## src/rtl/multicycle_pkg.sv

```systemverilog
// -----------------------------------------------------------------------------
// multicycle_pkg
// Shared encodings for the multicycle RV32I sequencing controller:
//   - state_t      : FSM state enumeration (4-bit)
//   - ALUOP_*      : ALU operation class passed from the FSM to the ALU decoder
//   - ALUC_*       : ALUControl codes understood by the datapath ALU
//   - OP_*         : supported RV32I opcodes
//   - RES_* / SRCA_* / SRCB_* / IMM_* : datapath mux select encodings
//   - imm_src_of() : immediate format select derived from the opcode
// -----------------------------------------------------------------------------
package multicycle_pkg;

  typedef enum logic [3:0] {
    S_IDLE     = 4'd0,
    S_FETCH    = 4'd1,
    S_DECODE   = 4'd2,
    S_MEMADR   = 4'd3,
    S_MEMREAD  = 4'd4,
    S_MEMWB    = 4'd5,
    S_MEMWRITE = 4'd6,
    S_EXECUTER = 4'd7,
    S_EXECUTEI = 4'd8,
    S_ALUWB    = 4'd9,
    S_BEQ      = 4'd10,
    S_JAL      = 4'd11
  } state_t;

  // ALU operation class
  localparam logic [1:0] ALUOP_ADD   = 2'b00;
  localparam logic [1:0] ALUOP_SUB   = 2'b01;
  localparam logic [1:0] ALUOP_FUNCT = 2'b10;

  // ALUControl codes
  localparam logic [2:0] ALUC_ADD = 3'b000;
  localparam logic [2:0] ALUC_SUB = 3'b001;
  localparam logic [2:0] ALUC_AND = 3'b010;
  localparam logic [2:0] ALUC_OR  = 3'b011;
  localparam logic [2:0] ALUC_SLT = 3'b101;

  // Opcodes
  localparam logic [6:0] OP_LOAD   = 7'b0000011;
  localparam logic [6:0] OP_STORE  = 7'b0100011;
  localparam logic [6:0] OP_RTYPE  = 7'b0110011;
  localparam logic [6:0] OP_ITYPE  = 7'b0010011;
  localparam logic [6:0] OP_BRANCH = 7'b1100011;
  localparam logic [6:0] OP_JAL    = 7'b1101111;

  // ResultSrc
  localparam logic [1:0] RES_ALUOUT    = 2'b00;
  localparam logic [1:0] RES_DATA      = 2'b01;
  localparam logic [1:0] RES_ALURESULT = 2'b10;

  // ALUSrcA
  localparam logic [1:0] SRCA_PC    = 2'b00;
  localparam logic [1:0] SRCA_OLDPC = 2'b01;
  localparam logic [1:0] SRCA_RD1   = 2'b10;

  // ALUSrcB
  localparam logic [1:0] SRCB_RD2  = 2'b00;
  localparam logic [1:0] SRCB_IMM  = 2'b01;
  localparam logic [1:0] SRCB_FOUR = 2'b10;

  // ImmSrc
  localparam logic [1:0] IMM_I = 2'b00;
  localparam logic [1:0] IMM_S = 2'b01;
  localparam logic [1:0] IMM_B = 2'b10;
  localparam logic [1:0] IMM_J = 2'b11;

  // Immediate format for an opcode; unsupported opcodes fall back to I-type.
  function automatic logic [1:0] imm_src_of(input logic [6:0] op);
    logic [1:0] imm;
    imm = IMM_I;
    case (op)
      OP_LOAD,
      OP_ITYPE:  imm = IMM_I;
      OP_STORE:  imm = IMM_S;
      OP_BRANCH: imm = IMM_B;
      OP_JAL:    imm = IMM_J;
      default:   imm = IMM_I;
    endcase
    return imm;
  endfunction

endpackage

```

## src/rtl/multicycle_ctrl_if.sv

```systemverilog
// -----------------------------------------------------------------------------
// multicycle_ctrl_if
// Bundle between the sequencing controller and the multicycle datapath.
//   Datapath -> controller : op, funct3, funct7, zero, mem_ready
//   Controller -> datapath : PCWrite, AdrSrc, MemWrite, IRWrite, ResultSrc,
//                            ALUSrcA, ALUSrcB, ImmSrc, RegWrite, ALUControl,
//                            instr_done, illegal_op
// modport master : the controller side (drives the enables and selects)
// modport slave  : the datapath side (drives the instruction fields and flags)
// -----------------------------------------------------------------------------
interface multicycle_ctrl_if;

  logic [6:0] op;
  logic [2:0] funct3;
  logic       funct7;
  logic       zero;
  logic       mem_ready;

  logic       PCWrite;
  logic       AdrSrc;
  logic       MemWrite;
  logic       IRWrite;
  logic [1:0] ResultSrc;
  logic [1:0] ALUSrcA;
  logic [1:0] ALUSrcB;
  logic [1:0] ImmSrc;
  logic       RegWrite;
  logic [2:0] ALUControl;
  logic       instr_done;
  logic       illegal_op;

  modport master (
    input  op, funct3, funct7, zero, mem_ready,
    output PCWrite, AdrSrc, MemWrite, IRWrite, ResultSrc, ALUSrcA, ALUSrcB,
           ImmSrc, RegWrite, ALUControl, instr_done, illegal_op
  );

  modport slave (
    output op, funct3, funct7, zero, mem_ready,
    input  PCWrite, AdrSrc, MemWrite, IRWrite, ResultSrc, ALUSrcA, ALUSrcB,
           ImmSrc, RegWrite, ALUControl, instr_done, illegal_op
  );

endinterface

```

## src/rtl/multicycle_ctrl_alu_decoder.sv

```systemverilog
// -----------------------------------------------------------------------------
// alu_decoder
// Combinational ALU decoder, shared with the single-cycle core.
//   alu_op      in  2 : operation class from the main controller
//   funct3      in  3 : IR[14:12]
//   funct7      in  1 : IR[30]
//   op5         in  1 : IR[5], distinguishes R-type (1) from I-type (0)
//   alu_control out 3 : ALU function select
// -----------------------------------------------------------------------------
module alu_decoder
  import multicycle_pkg::*;
(
  input  logic [1:0] alu_op,
  input  logic [2:0] funct3,
  input  logic       funct7,
  input  logic       op5,
  output logic [2:0] alu_control
);

  always_comb begin
    alu_control = ALUC_ADD;
    case (alu_op)
      ALUOP_ADD: alu_control = ALUC_ADD;
      ALUOP_SUB: alu_control = ALUC_SUB;
      ALUOP_FUNCT: begin
        case (funct3)
          // IR[30] only means subtract for R-type; addi may carry any
          // immediate bit there.
          3'b000:  alu_control = ({op5, funct7} == 2'b11) ? ALUC_SUB : ALUC_ADD;
          3'b010:  alu_control = ALUC_SLT;
          3'b110:  alu_control = ALUC_OR;
          3'b111:  alu_control = ALUC_AND;
          default: alu_control = ALUC_ADD;
        endcase
      end
      default: alu_control = ALUC_ADD;
    endcase
  end

endmodule

```

## src/rtl/multicycle_ctrl.sv

```systemverilog
// -----------------------------------------------------------------------------
// multicycle_ctrl
// Moore sequencing controller for the multicycle RV32I core. Steps the shared
// ALU, single memory port, IR and register file through fetch / decode /
// execute / memory / writeback for lw, sw, R-type, I-type ALU, beq and jal.
//   clk   in : rising-edge clock
//   reset in : asynchronous active-high reset, forces IDLE
//   bus      : multicycle_ctrl_if.master (instruction fields and flags in,
//              datapath enables and selects out)
// The state register is the only storage; every output is combinational.
// -----------------------------------------------------------------------------
module multicycle_ctrl
  import multicycle_pkg::*;
(
  input  logic               clk,
  input  logic               reset,
  multicycle_ctrl_if.master  bus
);

  state_t     state_reg;
  state_t     state_next;

  logic [1:0] alu_op;
  logic       branch;
  logic       pc_update;

  always_ff @(posedge clk or posedge reset) begin
    if (reset) begin
      state_reg <= S_IDLE;
    end else begin
      state_reg <= state_next;
    end
  end

  always_comb begin
    state_next     = state_reg;
    alu_op         = ALUOP_ADD;
    branch         = 1'b0;
    pc_update      = 1'b0;
    bus.AdrSrc     = 1'b0;
    bus.MemWrite   = 1'b0;
    bus.IRWrite    = 1'b0;
    bus.ResultSrc  = RES_ALUOUT;
    bus.ALUSrcA    = SRCA_PC;
    bus.ALUSrcB    = SRCB_RD2;
    bus.RegWrite   = 1'b0;
    bus.instr_done = 1'b0;
    bus.illegal_op = 1'b0;
    // The immediate extender follows the opcode everywhere except IDLE,
    // where everything is held at zero.
    bus.ImmSrc     = (state_reg == S_IDLE) ? IMM_I : imm_src_of(bus.op);

    case (state_reg)
      S_IDLE: begin
        state_next = S_FETCH;
      end

      // Instruction read through the shared port; PC+4 is computed in
      // parallel and written only when the access completes.
      S_FETCH: begin
        bus.AdrSrc    = 1'b0;
        bus.ALUSrcA   = SRCA_PC;
        bus.ALUSrcB   = SRCB_FOUR;
        alu_op        = ALUOP_ADD;
        bus.ResultSrc = RES_ALURESULT;
        if (bus.mem_ready) begin
          bus.IRWrite = 1'b1;
          pc_update   = 1'b1;
          state_next  = S_DECODE;
        end
      end

      // OldPC + ImmExt lands in ALUOut, ready as the branch target.
      S_DECODE: begin
        bus.ALUSrcA = SRCA_OLDPC;
        bus.ALUSrcB = SRCB_IMM;
        alu_op      = ALUOP_ADD;
        case (bus.op)
          OP_LOAD,
          OP_STORE:  state_next = S_MEMADR;
          OP_RTYPE:  state_next = S_EXECUTER;
          OP_ITYPE:  state_next = S_EXECUTEI;
          OP_BRANCH: state_next = S_BEQ;
          OP_JAL:    state_next = S_JAL;
          default: begin
            bus.illegal_op = 1'b1;
            state_next     = S_FETCH;
          end
        endcase
      end

      S_MEMADR: begin
        bus.ALUSrcA = SRCA_RD1;
        bus.ALUSrcB = SRCB_IMM;
        alu_op      = ALUOP_ADD;
        // op[5] separates store (0100011) from load (0000011).
        state_next  = bus.op[5] ? S_MEMWRITE : S_MEMREAD;
      end

      S_MEMREAD: begin
        bus.AdrSrc    = 1'b1;
        bus.ResultSrc = RES_ALUOUT;
        if (bus.mem_ready) begin
          state_next = S_MEMWB;
        end
      end

      S_MEMWB: begin
        bus.ResultSrc  = RES_DATA;
        bus.RegWrite   = 1'b1;
        bus.instr_done = 1'b1;
        state_next     = S_FETCH;
      end

      // The write strobe stays high until the memory accepts it.
      S_MEMWRITE: begin
        bus.AdrSrc    = 1'b1;
        bus.ResultSrc = RES_ALUOUT;
        bus.MemWrite  = 1'b1;
        if (bus.mem_ready) begin
          bus.instr_done = 1'b1;
          state_next     = S_FETCH;
        end
      end

      S_EXECUTER: begin
        bus.ALUSrcA = SRCA_RD1;
        bus.ALUSrcB = SRCB_RD2;
        alu_op      = ALUOP_FUNCT;
        state_next  = S_ALUWB;
      end

      S_EXECUTEI: begin
        bus.ALUSrcA = SRCA_RD1;
        bus.ALUSrcB = SRCB_IMM;
        alu_op      = ALUOP_FUNCT;
        state_next  = S_ALUWB;
      end

      S_ALUWB: begin
        bus.ResultSrc  = RES_ALUOUT;
        bus.RegWrite   = 1'b1;
        bus.instr_done = 1'b1;
        state_next     = S_FETCH;
      end

      // RD1 - RD2 sets zero; ALUOut still holds the target from DECODE.
      S_BEQ: begin
        bus.ALUSrcA    = SRCA_RD1;
        bus.ALUSrcB    = SRCB_RD2;
        alu_op         = ALUOP_SUB;
        bus.ResultSrc  = RES_ALUOUT;
        branch         = 1'b1;
        bus.instr_done = 1'b1;
        state_next     = S_FETCH;
      end

      // PC takes the target in ALUOut while the ALU forms OldPC + 4, which
      // ALUWB then writes to rd.
      S_JAL: begin
        bus.ALUSrcA   = SRCA_OLDPC;
        bus.ALUSrcB   = SRCB_FOUR;
        alu_op        = ALUOP_ADD;
        bus.ResultSrc = RES_ALUOUT;
        pc_update     = 1'b1;
        state_next    = S_ALUWB;
      end

      default: begin
        state_next = S_IDLE;
      end
    endcase
  end

  assign bus.PCWrite = (branch & bus.zero) | pc_update;

  alu_decoder u_alu_decoder (
    .alu_op      (alu_op),
    .funct3      (bus.funct3),
    .funct7      (bus.funct7),
    .op5         (bus.op[5]),
    .alu_control (bus.ALUControl)
  );

endmodule

```

## src/flat_wrapper.sv

```systemverilog
// flat-port wrapper written by rule: the top's interface ports become plain ports
module multicycle_ctrl_flat import multicycle_pkg::*;
  (clk, reset, bus_op, bus_funct3, bus_funct7, bus_zero, bus_mem_ready, bus_PCWrite, bus_AdrSrc, bus_MemWrite, bus_IRWrite, bus_ResultSrc, bus_ALUSrcA, bus_ALUSrcB, bus_ImmSrc, bus_RegWrite, bus_ALUControl, bus_instr_done, bus_illegal_op);
  multicycle_ctrl_if bus_i ();
  input  logic clk;
  input  logic reset;
  input wire logic [$bits(bus_i.op)-1:0] bus_op;
  input wire logic [$bits(bus_i.funct3)-1:0] bus_funct3;
  input wire logic [$bits(bus_i.funct7)-1:0] bus_funct7;
  input wire logic [$bits(bus_i.zero)-1:0] bus_zero;
  input wire logic [$bits(bus_i.mem_ready)-1:0] bus_mem_ready;
  output wire logic [$bits(bus_i.PCWrite)-1:0] bus_PCWrite;
  output wire logic [$bits(bus_i.AdrSrc)-1:0] bus_AdrSrc;
  output wire logic [$bits(bus_i.MemWrite)-1:0] bus_MemWrite;
  output wire logic [$bits(bus_i.IRWrite)-1:0] bus_IRWrite;
  output wire logic [$bits(bus_i.ResultSrc)-1:0] bus_ResultSrc;
  output wire logic [$bits(bus_i.ALUSrcA)-1:0] bus_ALUSrcA;
  output wire logic [$bits(bus_i.ALUSrcB)-1:0] bus_ALUSrcB;
  output wire logic [$bits(bus_i.ImmSrc)-1:0] bus_ImmSrc;
  output wire logic [$bits(bus_i.RegWrite)-1:0] bus_RegWrite;
  output wire logic [$bits(bus_i.ALUControl)-1:0] bus_ALUControl;
  output wire logic [$bits(bus_i.instr_done)-1:0] bus_instr_done;
  output wire logic [$bits(bus_i.illegal_op)-1:0] bus_illegal_op;
  assign bus_i.op = bus_op;
  assign bus_i.funct3 = bus_funct3;
  assign bus_i.funct7 = bus_funct7;
  assign bus_i.zero = bus_zero;
  assign bus_i.mem_ready = bus_mem_ready;
  assign bus_PCWrite = bus_i.PCWrite;
  assign bus_AdrSrc = bus_i.AdrSrc;
  assign bus_MemWrite = bus_i.MemWrite;
  assign bus_IRWrite = bus_i.IRWrite;
  assign bus_ResultSrc = bus_i.ResultSrc;
  assign bus_ALUSrcA = bus_i.ALUSrcA;
  assign bus_ALUSrcB = bus_i.ALUSrcB;
  assign bus_ImmSrc = bus_i.ImmSrc;
  assign bus_RegWrite = bus_i.RegWrite;
  assign bus_ALUControl = bus_i.ALUControl;
  assign bus_instr_done = bus_i.instr_done;
  assign bus_illegal_op = bus_i.illegal_op;
  multicycle_ctrl u_core (.clk(clk), .reset(reset), .bus(bus_i));
endmodule
```

## config.mk

```make
export PLATFORM = sky130hd
export DESIGN_NAME = multicycle_ctrl_flat
export DESIGN_NICKNAME = d
export VERILOG_FILES = /design/src/rtl/multicycle_pkg.sv /design/src/rtl/multicycle_ctrl_if.sv /design/src/rtl/multicycle_ctrl_alu_decoder.sv /design/src/rtl/multicycle_ctrl.sv /design/src/flat_wrapper.sv
export SDC_FILE = /design/constraint.sdc
export NUM_CORES = 1
export LEC_CHECK = 0
export ABC_AREA = 1
export CORE_MARGIN = 2
export CORE_UTILIZATION = 38
export CTS_CLUSTER_DIAMETER = 30
export DETAILED_ROUTE_END_ITERATION = 16
export PLACE_DENSITY = 0.78
export SETUP_SLACK_MARGIN = 0.3
export SYNTH_ARGS = -nofsm -noshare
export SYNTH_HDL_FRONTEND = slang
export SYNTH_SLANG_ARGS = --single-unit
```

## constraint.sdc

```tcl
create_clock -name clk -period 1.92 [get_ports clk]
set_input_delay 0.192 -clock clk [delete_from_list [all_inputs] [get_ports clk]]
set_output_delay 0.192 -clock clk [all_outputs]
set_load 0.005 [all_outputs]
```

==> results.py <==
metrics = {
    "outcome": {
        "outcome": "finished with violations",
        "violations": "setup timing",
    },
    "cts": {
        "hold_buffers": 0,
        "clockBufferDepth": 2,
        "cts_tree": "yes",
        "htreeDepth": 1,
        "clkSinkCount": 4,
        "clkTransAtPathRegs_ns": 0.05,
        "insertion_delay_ns": 0.26,
        "cts-buffers-inserted": 3,
        "cts-root-buf": "clkbuf_4",
    },
    "placed_design": {
        "postPlaceCellArea_sq_um": 1080,
        "gp_congestion": 0.834,
        "dp_worst_setup_slack_ns": -0.159,
        "io_buffers": 32,
        "dp_cells": 175,
        "dpl.hpwl_mm": 1.69,
    },
    "sta": {
        "finalCriticalPeriod_ns": 2.03,
        "fin_tns_setup_ns": -0.418,
        "worst_slack_ns": -0.112,
        "hold_viol_final": 0,
        "max_freq_ghz": 0.492,
        "fin_skew_ns": 0.00198,
        "period_share": 1.06,
        "holdWs_ns": 0.127,
        "rsz0062_at_grt": "yes",
        "slew_viol_final": 0,
        "max_slew_margin": 0.793,
        "tightest_slew_ns": 0.307,
        "setup_viol": 6,
    },
    "synthesis": {
        "syn_inst": 109,
        "synth_top_area_frac": 0.175,
        "synth_top_cell_by_area": "nand2_1",
        "synth_fa_ha_area_frac": 0.0416,
        "synth_xor_area_frac": 0,
        "yosysSeqAreaShare": 0.166,
        "synth_cell_type_count": 17,
        "synth_top_family_by_area": "simple AND/OR/NAND/NOR gates",
        "synth_seq_cells": 4,
        "synth-simple-area-share": 0.476,
        "syn_area_sq_um": 602,
        "synth_compound_area_frac": 0.179,
        "synth.area.mux_share": 0,
        "synth_nets": 126,
        "synth_warnings": 0,
        "syn_avg_cell_area_sq_um": 5.52,
        "ys_top_cells_by_area": "nand2_1 17%, dfrtp_1 17%, nor2_1 12%",
    },
    "global_routing": {
        "grt_max_degree": 7,
        "grt_busiest_layer": "met2",
        "grt_use_met1": 0.344,
        "met2_usage": 0.574,
        "antenna_found_initial": 0,
        "grt_usage": 0.321,
        "grt_pass1_vias": 1040,
        "grt_overflow_total": 0,
        "grtUsageMet3": 0.0708,
        "grt_pass1_wl_mm": 4.46,
    },
    "layout": {
        "fin_nets": 198,
        "final_cell_mix": "23 x buf_4, 21 x nand2_1, 15 x clkdlybuf4s50_1",
        "final_util": 0.895,
        "area_growth_pct": 121,
        "largest_reg_flops": 4,
        "insertedDiodeCount": 0,
        "layout-drive-gt1-share": 0.570,
        "nFillCells": 81,
        "design_area_sq_um": 1330,
        "layout_commonest_cell": "buf_4",
        "finalNonFillerCells": 195,
    },
    "die": {
        "dieArea_sq_um": 1920,
        "core_area_sq_um": 1490,
        "die_w_microns": 43.8,
        "num_rows": 14,
        "start_util": 0.404,
        "num_io_pins": 33,
        "die-height_microns": 43.8,
    },
    "route": {
        "wl_per_cell_microns": 17.5,
        "viasPerCell": 5.57,
        "drt-total-wl_mm": 3.42,
        "drc_errors": 0,
        "drt_iter0_drc": 38,
        "dr.pass1.iters": 4,
        "drtAntennaViolNets": 0,
        "vias": 1087,
    },
    "power": {
        "power_leakage_nw": 0.692,
        "p_seq_frac": 0.094,
        "peakVddDrop_mv": 0.982,
        "p_sw_frac": 0.487,
        "pwr-share-comb": 0.829,
        "switching_power_mw": 0.790,
        "clkPwrFrac": 0.077,
        "p_int_mw": 0.831,
        "power_density_nw_per_um2": 1220,
        "design_power_total_mw": 1.62,
    },
    "hold_path": {
        "worst_hold_path_type": "primary input to async pin",
    },
    "setup_path": {
        "worstSetupPathType": "flop to primary output",
        "cp.required_ns": 1.73,
        "critPathLaunchType": "flop",
        "cp.arrival_ns": 1.84,
        "critical_path.endpoint_type": "primary output",
        "critPathMaxFanout": 2,
    },
    "flow_run": {
        "cap_viol_max_count": 0,
    },
}
## repair_timing
item	4_1_cts	5_1_grt
gates cloned	0	0
gates resized for setup	83	42
setup buffers	8	9
pin swaps	12	19
endpoints found under the hold margin	0	0
endpoints found under the setup margin	18	18
## worst paths after layout
path	slack (ns)	end	startpoint	cells after the start
worst max register to register	0.26	u_core.state_reg[0]	u_core.state_reg[0]	13
worst min register to register	0.90	u_core.state_reg[0]	u_core.state_reg[3]	6
worst max-delay path	-0.11	bus_ALUControl[2]	u_core.state_reg[0]	9
max in group asynchronous	1.63	u_core.state_reg[2]	reset	2
min in group clk	0.75	u_core.state_reg[1]	bus_mem_ready	4
worst min-delay path	0.13	u_core.state_reg[1]	reset	2
## cell usage after synthesis
cell type  count
nand3_1        4
ha_1           2
o21ai_0        8
nand4_1        1
nor2_1        19
dfrtp_1        4
inv_1         18
nand2_1       28
nor3_1         2
inv_2          4
a211o_1        1
nand3b_1       2
a21oi_1        6
o21ai_2        2
o21bai_2       1
nor2_2         4
nor2_4         3
## layer usage
| metal | part of all wire | vias to the layer above |
|---|---|---|
| met5 | 0 | - |
| met4 | 0.047 | 0 |
| met3 | 0.086 | 21 |
| met2 | 0.51 | 69 |
| met1 | 0.36 | 518 |
| li1 | - | 479 |
## cell families (layout without fill, tap and decap cells)
family          count (synthesis)  in the layout
compound gates                 18             18
fa+ha+maj                       2              2
buf+inv                        22             92
flops                           4              4
simple gates                   63             63
## cell type report
cell class                      instances  area, sq um  share of cell area
Sequential cell                         4          100              0.0751
Tap cell                               16         20.0              0.0150
Timing Repair Buffer                   67          543               0.408
Clock buffer                            3         22.5              0.0169
Inverter                               22         90.1              0.0676
Multi-Input combinational cell         83          557               0.418
## power by group through the flow
| stage | logic [mW] | clock network, mW | registers, mW |
|---|---|---|---|
| final | 1.34 | 0.125 | 0.153 |
| after detailed placement | 0.893 | 0 | 0.138 |
| after global placement | 0.875 | 0 | 0.136 |
| after global routing | 1.41 | 0.131 | 0.156 |
| after CTS | 1.06 | 0.116 | 0.140 |
| after floorplan | 0.403 | 0 | 0.145 |
## critical path, cell delays in order (launching register included)
cell	delay [ns]
dfrtp_1	0.42
nor2_2	0.18
inv_2	0.08
nor2_4	0.09
inv_2	0.05
o21ai_2	0.06
ha_1	0.25
nand3b_1	0.20
nor3_2	0.12
buf_2	0.13
No activity file was read; power rests on OpenSTA's default activity.
==> patch 1: new RTL, config.mk and constraints unchanged <==
Re-encode `state_t` (12 states) as one-hot, 12 bits wide.
--- a/src/rtl/multicycle_pkg.sv
+++ b/src/rtl/multicycle_pkg.sv
@@ -10,19 +10,19 @@
 // -----------------------------------------------------------------------------
 package multicycle_pkg;
 
-  typedef enum logic [3:0] {
-    S_IDLE     = 4'd0,
-    S_FETCH    = 4'd1,
-    S_DECODE   = 4'd2,
-    S_MEMADR   = 4'd3,
-    S_MEMREAD  = 4'd4,
-    S_MEMWB    = 4'd5,
-    S_MEMWRITE = 4'd6,
-    S_EXECUTER = 4'd7,
-    S_EXECUTEI = 4'd8,
-    S_ALUWB    = 4'd9,
-    S_BEQ      = 4'd10,
-    S_JAL      = 4'd11
+  typedef enum logic [11:0] {
+    S_IDLE     = 12'b000000000001,
+    S_FETCH    = 12'b000000000010,
+    S_DECODE   = 12'b000000000100,
+    S_MEMADR   = 12'b000000001000,
+    S_MEMREAD  = 12'b000000010000,
+    S_MEMWB    = 12'b000000100000,
+    S_MEMWRITE = 12'b000001000000,
+    S_EXECUTER = 12'b000010000000,
+    S_EXECUTEI = 12'b000100000000,
+    S_ALUWB    = 12'b001000000000,
+    S_BEQ      = 12'b010000000000,
+    S_JAL      = 12'b100000000000
   } state_t;
 
   // ALU operation class
Formal check against the unedited RTL: same outputs for any inputs over 10 cycles, from zero or initial values and one cycle with reset high; not proved beyond that.
==> patch 1 against the unedited design <==
The run still ends with negative setup slack left; design area up 47%; power down 32%; setup slack worse by 0.23 ns; core utilization down 8.4 points; fmax down 10%; count of clock-buffer cells in the layout up 1; sequential cell count up 8; synthesized area up 57%; sequential power up 93%; routed wire length up 24%.
==> patch 1: results (changes against the unedited design) <==
Layout cells sized above 1: 0.6017 (was 0.5698)
Count of multi-input gates: 102 (was 83)
Worst r2r src: u_core.state_reg[6] (was u_core.state_reg[0])
Routed wire length: 4231 um (was 3420 um)
Crit Path Max Fanout: 3 (was 2)
Failing checks: negative setup slack (unchanged)
Seq/total area: 0.1544 (was 0.07512)
M1 GR Usage: 0.3082 (was 0.3442)
Clk slew on worst S/H paths: 0.08 ns (was 0.05 ns)
Met3 routed WL: 212 um (was 293 um)
Signal inverters: 31 (was 22)
Hold slack: 0.2294 ns (was 0.1270 ns)
Post-CTS setup buffers: 14 (was 8)
Synth cell count leaders: nand2_1, inv_1, nor2_1 (was nand2_1, nor2_1, inv_1)
First-pass GRT wire length: 5830 um (was 4464 um)
Drt via density: 5.096 (was 5.574)
Nets@finish: 249 (was 198)
Arr. time, crit path: 2.07 ns (was 1.84 ns)
Synth cell types: 25 (was 17)
Signal buf overhead: 0.3684 (was 0.4075)
Final worst slack: -0.3404 ns (was -0.1123 ns)
RR Endpoint: u_core.state_reg[1] (was u_core.state_reg[0])
Grt ovf: 0 (unchanged)
CTS Buf Count: 3 (unchanged)
Final HPWL DP: 2623 um (was 1686 um)
Final Setup Violations: 16 (was 6)
Number of fill cells: 137 (was 81)
Slew HR: 0.6610 (was 0.7931)
Pre-CTS setup slack: -0.5078 ns (was -0.1586 ns)
Met3 Usage GRT: 0.03889 (was 0.07083)
Clock-cell share: 0.01345 (was 0.01690)
Clock Latency Late Sink: 0.29 ns (was 0.26 ns)
Register area share after synthesis: 0.3184 (was 0.1663)
DR iter-0 viols: 45 (was 38)
Leakage: 1.078 nW (was 0.6919 nW)
Net Sw Power: 434.9 uW (was 789.7 uW)
#FFs+latches synth: 12 (was 4)
Met2 wire len: 2344 um (was 1728 um)
Met2 Use GR: 0.5610 (was 0.5735)
Synth top area cells: dfrtp_1, nand2_1, inv_1 (was nand2_1, dfrtp_1, nor2_1)
RePlAce Congestion: 0.8810 (was 0.8344)
GRT Util Overall: 0.2910 (was 0.3209)
Seq. pwr: 296 uW (was 153 uW)
R2R setup slack: -0.03 ns (was 0.26 ns)
Post-Syn Nets: 162 (was 126)
Met1 WL: 1492 um (was 1236 um)
Maximum number of pins on one net before global-route repair: 13 (was 7)
Status: finished, violations left (unchanged)
Max reg flops: 12 (was 4)
Multi-input gate area: 752.0 um2 (was 556.8 um2)
Post-Route Setup TNS: -2.011 ns (was -0.4179 ns)
[patch 1: changes by cell type in the layout (fill, tap and decap cells not counted), sizes merged, moves of 4 or more]
cell,unedited run,this run
nand3,4,8
buf,49,59
a21oi,6,0
nand2,28,41
inv,22,31
dfrtp,4,11
o21ai,10,3
clkdlybuf4s15,0,6
nor3,2,12
[patch 1: through the flow]
| stage | instance area (um2) | std cells | total power, mW |
|---|---|---|---|
| final | 1953 | 261 | 1.110 |
| after global routing | 1953 | 261 | 1.172 |
| after CTS | 1769 | 252 | 0.9615 |
| after detailed placement | 1543 | 234 | 0.7251 |
| after global placement | 1543 | 234 | 0.7128 |
| after floorplan | 982.2 | 145 | 0.5234 |
[patch 1: kinds of logic after synthesis]
family / count (synthesis) / share of synthesized area
AND/OR/NAND/NOR: 91 / 0.4743
buffers and inverters: 31 / 0.1229
flip-flops: 12 / 0.3184
AO/OA/AOI/OAI: 9 / 0.05813
adder cells (fa/ha/maj): 2 / 0.02642
==> patch 2: new RTL, config.mk and constraints unchanged <==
Made on the original files. Reset style: synchronous (`reset`), changed in one clocked block. Comments in the files are not updated.
--- a/src/rtl/multicycle_ctrl.sv
+++ b/src/rtl/multicycle_ctrl.sv
@@ -24,7 +24,7 @@
   logic       branch;
   logic       pc_update;
 
-  always_ff @(posedge clk or posedge reset) begin
+  always_ff @(posedge clk) begin
     if (reset) begin
       state_reg <= S_IDLE;
     end else begin
Check against the original RTL: differs if reset is asserted again (counterexample within 4 cycles, from zero or initial values and one cycle with reset high); with reset held inactive, the same outputs for 10 cycles.
==> patch 2 against the unedited design <==
The run still ends with negative setup slack left; design area shrank 0.85%; cell count rose by 0.51%; routed wire length shrank 18%; die area is 5.9% higher; setup slack worse by 0.016 ns; sequential cell count stayed put; synthesized area is 6.4% higher; critical path type unchanged.
Power is not compared: it rests on default switching activity, and its combinational part moved more than twofold at a synthesized area within 25%.
==> patch 2: results (changes against the unedited design) <==
Setup crit start: u_core.state_reg[0] (unchanged)
Slowest cell delay on critical path: 0.36 ns (was 0.42 ns)
RePlAce Congestion: 0.8522 (was 0.8344)
Met2 wire len: 1375 um (was 1728 um)
R2R setup slack: 0.39 ns (was 0.26 ns)
Layout cells sized above 1: 0.5556 (was 0.5698)
Crit Path Max Fanout: 4 (was 2)
Worst r2r path cells: 8 (was 13)
Final Setup Violations: 2 (was 6)
Total placed instance area: 1116 um2 (was 1077 um2)
Wire per inst: 14.33 um (was 17.54 um)
Post-Route Setup TNS: -0.2180 ns (was -0.4179 ns)
Vias in the first global route: 1002 (was 1040)
Worst r2r src: u_core.state_reg[2] (was u_core.state_reg[0])
Synth cell types: 22 (was 17)
Synth top area cells: nand2_1, dfxtp_1, inv_1 (was nand2_1, dfrtp_1, nor2_1)
Worst hold path type: in2reg (was in2async)
Hold path start: reset
Met3 routed WL: 155 um (was 293 um)
Placed Instances: 178 (was 175)
Async set or reset register ratio after synthesis: 0 (was 1.000)
Worst path slowest cell: dfxtp_4 (was dfrtp_1)
Avg Inst Size Synth: 5.571 um2 (was 5.521 um2)
Final worst slack: -0.1287 ns (was -0.1123 ns)
Drt via density: 5.281 (was 5.574)
Maximum vdd ir drop: 382.2 uV
Register area share after synthesis: 0.1250 (was 0.1663)
Met1 WL: 1085 um (was 1236 um)
Slew HR: 0.8107 (was 0.7931)
Routed wire length: 2808 um (was 3420 um)
Failing checks: negative setup slack (unchanged)
Post-Syn Nets: 132 (was 126)
Status: finished, violations left (unchanged)
Pre-CTS setup slack: -0.2431 ns (was -0.1586 ns)
Hold slack: 0.6179 ns (was 0.1270 ns)
-- patch 2: path summary, 6_finish.rpt --
kind,endpoint
max reg2reg,u_core.state_reg[0]
min,u_core.state_reg[2]
max,bus_ALUControl[2]
min reg2reg,u_core.state_reg[2]
-- patch 2: where the power goes --
part	internal, mW	total [mW]	switching, mW
Combinational	0.276	0.587	0.311
Sequential	0.106	0.130	0.0246
Clock	0.0709	0.120	0.0493
Total	0.453	0.838	0.385
-- patch 2: kinds of logic (layout without fill, tap and decap cells) --
kind of cell	count (synthesis)	after routing	share of synthesized area
fa+ha+maj	2	2	0.03906
buf+inv	27	92	0.1582
simple gates	62	62	0.4668
flops	4	4	0.1250
compound gates	20	20	0.2109
-- patch 2: final cells by class --
type                    count  area, um2
flip-flops and latches      4      90.09
repair buffers             62      496.7
well taps                  16      20.02
inverters                  27      108.9
multi-input cells          84      583.1
clock buffers               3      22.52
fillers                    87      220.2
-- patch 2: repair_timing --
| item | in CTS | in global routing |
|---|---|---|
| resized for setup | 67 | 31 |
| pin swaps | 14 | 12 |
| endpoints found under the setup margin | 18 | 18 |
| hold endpoints to repair | 0 | 0 |
| setup buffers | 12 | 3 |
-- patch 2: routing by layer --
metal	vias up	track usage
li1	483	-
met1	478	0.3252
met2	53	0.4829
met3	21	0.06000
met4	0	0.2176
met5	-	0
